## src/rtl/adder_4.sv

```systemverilog
// ============================================================================
// Module   : adder_4
// Purpose  : Registered 4-bit ripple-carry adder with carry-in/carry-out.
//            Optional ovf/zero flags are built when ADDER_4_FLAGS_EN is defined.
// Revision : 1.0  initial release
// ============================================================================
`default_nettype none

module adder_4 (
  input  logic       clk,
  input  logic       rst_n,
  input  logic       in_valid,
  input  logic [3:0] a,
  input  logic [3:0] b,
  input  logic       c_in,
  output logic [3:0] sum,
  output logic       c_out,
  output logic       out_valid
`ifdef ADDER_4_FLAGS_EN
  ,
  output logic       ovf,
  output logic       zero
`endif
);

  localparam int c_width = 4;

  logic [c_width:0]   w_carry;
  logic [c_width-1:0] w_sum;

  logic [c_width-1:0] r_sum;
  logic               r_c_out;
  logic               r_out_valid;

  assign w_carry[0] = c_in;

  // Explicit full-adder chain, bit 0 through bit 3.
  for (genvar i = 0; i < c_width; i++) begin : g_stage
    logic w_p;
    assign w_p          = a[i] ^ b[i];
    assign w_sum[i]     = w_p ^ w_carry[i];
    assign w_carry[i+1] = (a[i] & b[i]) | (w_carry[i] & w_p);
  end

  always_ff @(posedge clk) begin
    if (!rst_n) begin
      r_sum       <= 4'h0;
      r_c_out     <= 1'b0;
      r_out_valid <= 1'b0;
    end else begin
      r_out_valid <= in_valid;
      if (in_valid) begin
        r_sum   <= w_sum;
        r_c_out <= w_carry[c_width];
      end
    end
  end

  assign sum       = r_sum;
  assign c_out     = r_c_out;
  assign out_valid = r_out_valid;

`ifdef ADDER_4_FLAGS_EN
  logic w_ovf;
  logic w_zero;
  logic r_ovf;
  logic r_zero;

  // Overflow when the carry into the sign bit differs from the carry out of it.
  assign w_ovf  = w_carry[c_width-1] ^ w_carry[c_width];
  assign w_zero = (w_sum == 4'h0);

  always_ff @(posedge clk) begin
    if (!rst_n) begin
      r_ovf  <= 1'b0;
      r_zero <= 1'b1;
    end else if (in_valid) begin
      r_ovf  <= w_ovf;
      r_zero <= w_zero;
    end
  end

  assign ovf  = r_ovf;
  assign zero = r_zero;
`endif

endmodule

`default_nettype wire

```

## config.mk

```make
export PLATFORM = sky130hd
export DESIGN_NAME = adder_4
export DESIGN_NICKNAME = d
export VERILOG_FILES = /design/src/rtl/adder_4.sv
export SDC_FILE = /design/constraint.sdc
export NUM_CORES = 1
export LEC_CHECK = 0
export CAP_MARGIN = 20
export CORE_AREA = 2 2 39 41
export CTS_CLUSTER_SIZE = 24
export DETAILED_ROUTE_END_ITERATION = 10
export DIE_AREA = 0 0 41 43
export DONT_BUFFER_PORTS = 1
export GPL_TIMING_DRIVEN = 0
export PLACE_DENSITY = 0.48
export SETUP_SLACK_MARGIN = 0.3
export SYNTH_ARGS = -nofsm -noshare
export SYNTH_HDL_FRONTEND = slang
export SYNTH_SLANG_ARGS = --single-unit
```

## constraint.sdc

```tcl
create_clock -name clk -period 4.2 [get_ports clk]
set_input_delay 0.42 -clock clk [delete_from_list [all_inputs] [get_ports clk]]
set_output_delay 0.42 -clock clk [all_outputs]
set_load 0.02 [all_outputs]
```

==> flow_summary_export.csv <==
group,metric,value,unit
run_status,status,"finished clean",
timing,rsz0062_at_grt,"false",
die,die_h,43,µm
worst_setup_path,reg2reg_slack,3470,ps
placed_design,port_buffers,0,
routing,drc,0,
grt,grt_start_max_net_pins,10,
synthesis,ys_types,9,
worst_setup_path,path_class,"primary input to flip-flop",
min_path,min_from,"rst_n",
worst_setup_path,critPathCaptureType,"flip-flop",
grt,grt-ovfl-total,0,
timing,setup-violations-final,0,
clocking,h-tree-depth,1,
pwr,power_frac_comb,12.9,%
clocking,path_clk_slew,50,ps
clocking,hold_buffers,0,
timing,skew,0,ps
pwr,pwr-share-seq,49.6,%
die,die_w,41,µm
die,die_area,1763,µm²
grt,grt_pass1_vias,238,
worst_setup_path,worstReg2RegEnd,"sum[2]",
timing,max_slew_margin,83.47,%
placed_design,dp_hpwl,501.3,µm
routing,wl_per_cell,12.38,µm
worst_setup_path,critPathMaxFanout,1,
routing,ant_nets,0,
timing,fin_crit_sh,46.31,%
synthesis,netlist.area_leader.share,37.65,%
worst_setup_path,r2r_cells,2,
min_path,hold_path.class,"primary input to flip-flop",
grt,grt_antenna_before_repair,0,
synthesis,netlist_area,319.1,µm²
synthesis,synth_seq_area_share,37.65,%
clocking,cts_buffer_depth,2,
cells_and_area,syn2layout_area_growth,13.33,%
worst_setup_path,startpoint_type,"primary input",
routing,num_vias,194,
pwr,intPower,104.5,µW
routing,drt_iter0_drc,1,
synthesis,syn_inst,29,
synthesis,ys_top_cells_by_area,"dfxtp_1 38%, fa_1 25%, o211a_1 9.4%",
pwr,power_density,399.2,nW/µm²
synthesis,synth_top_cell_by_area,"dfxtp_1",
die,rows,14,
synthesis,syn_avg_cell_area,11.00,µm²
clocking,cts_made_buffers,3,
clocking,cts_tree,"yes",
worst_setup_path,timing.rr.start,"sum[2]",
synthesis,ys_warn_count,0,
min_path,holdPathEnd,"sum[0]",
routing,firstDrtPassIters,2,
routing,drt_wl_total,594,µm
placed_design,placed_cells,45,
clocking,ctsRootBufferMaster,"clkbuf_4",
routing,avgViaCountPerCell,4.042,
die,initial_core_util,23.06,%
cells_and_area,layout.nets,50,
cells_and_area,diodes,0,
cells_and_area,layout-drive-gt1-share,15.63,%
clocking,cts_resized,0,
grt,grt_pass1_wl,1021,µm
placed_design,place.gp.congestion,0.5869,
timing,slew_viol_final,0,
clocking,clk_latency,240,ps
pwr,power_switching_share,27.61,%
pwr,power_leakage,0.0001916,µW
synthesis,synth_seq_cells,6,
timing,hold_viol,0,
min_path,min_path_cells,1,
timing,worst_pin_slew,247.6,ps
timing,setup-tns-final,0,ps
timing,period_needed,1945,ps
worst_setup_path,worstPathRequired,4390,ps
grt,track_usage,9.635,%
synthesis,synth_nets,45,
die,core-area,1384,µm²
pwr,power.switching,39.85,µW
timing,fmax,514.2,MHz
pwr,vdd_drop_max,0.1504,mV
pwr,clkPwrFrac,37.5,%
clocking,cts.sink_count,6,
die,io-pin-count,18,
job,drv_cap,0,
cells_and_area,finalNonFillerCells,48,
cells_and_area,fin_util,26.13,%
clocking,post-cts-setup-buffers,0,
worst_setup_path,crit_arrival,2130,ps
[through the flow]
stage | power (µW) | hold WS (ps) | setup WS, ps | cell area [µm²]
after global placement | 90.70 | 552.5 | 2022 | 339.1
final | 144.4 | 314.4 | 2255 | 361.6
after floorplan | 87.62 | 548.2 | 2081 | 319.1
after global routing | 157.1 | 308.2 | 2146 | 361.6
after CTS | 148.3 | 300.9 | 2234 | 361.6
after detailed placement | 92.19 | 559.1 | 1977 | 339.1
[critical path, cell delays in order]
cell and delay (ps):
fa_1 400, inv_1 70, fa_1 150, inv_1 50, fa_1 350, inv_1 80, fa_1 410, nand2_1 80
o211a_1 120
[flip-flops by register name, summed over array words and instances, names as in the netlist]
| signal | flops |
|---|---|
| sum | 4 |
| c_out | 1 |
| out_valid | 1 |
[power by group through the flow]
stage / sequential (µW) / combinational [µW] / clock (µW)
finish: 71.6 / 18.6 / 54.1
CTS: 71.8 / 19.4 / 57.1
floorplan: 71.8 / 15.8 / 0
global route: 72.4 / 23.1 / 61.5
detailed placement: 72.9 / 19.3 / 0
global placement: 72.8 / 17.9 / 0
[cell usage in the layout (no fill, tap or decap), drive strengths merged]
| master | instances |
|---|---|
| buf | 1 |
| dfxtp | 6 |
| and2 | 1 |
| mux2i | 2 |
| inv | 7 |
| nor2b | 2 |
| clkbuf | 3 |
| o211a | 3 |
| nand2 | 3 |
| fa | 4 |
[how the worst max path moves through the flow]
stage                     startpoint  endpoint  slack [ps]
after detailed placement        a[0]    sum[3]        1980
after CTS                       a[0]    sum[3]        2230
final                           a[0]    sum[3]        2260
after floorplan                 a[0]    sum[3]        2080
after global placement          a[0]    sum[3]        2020
after global routing            a[0]    sum[3]        2150
[layer usage]
metal	routed length, µm	GRT usage [%]	vias up	share of wire [%]
met1	208	9.635	88	35
met3	89	5.236	0	15
met4	0	8.000	0	0
met5	0	0	-	0
met2	295	13.75	12	50
li1	-	-	94	-
[layout make-up]
cell class / count / area [µm²]
tap: 16 / 20.02
buffer: 1 / 11.26
inverter: 7 / 26.28
clock buffer: 3 / 22.52
fill: 151 / 1022
sequential: 6 / 120.1
multi-input combinational: 15 / 161.4
[Yosys cell counts, drive strengths merged]
cell and count:
inv 7, fa 4, o211a 3, dfxtp 6, buf 1, nor2b 2, and2 1, mux2i 2
nand2 3
[logic make-up (layout without fill, tap and decap cells)]
group	after synthesis	after routing	synth area share [%]
AOI/OAI and AO/OA	3	3	9.412
muxes	2	2	6.275
adders and majority gates	4	4	25.10
DFF	6	6	37.65
buffers and inverters	8	11	11.77
and+or+nand+nor	6	6	9.804
Note: power is estimated with default switching activity, not from simulation.
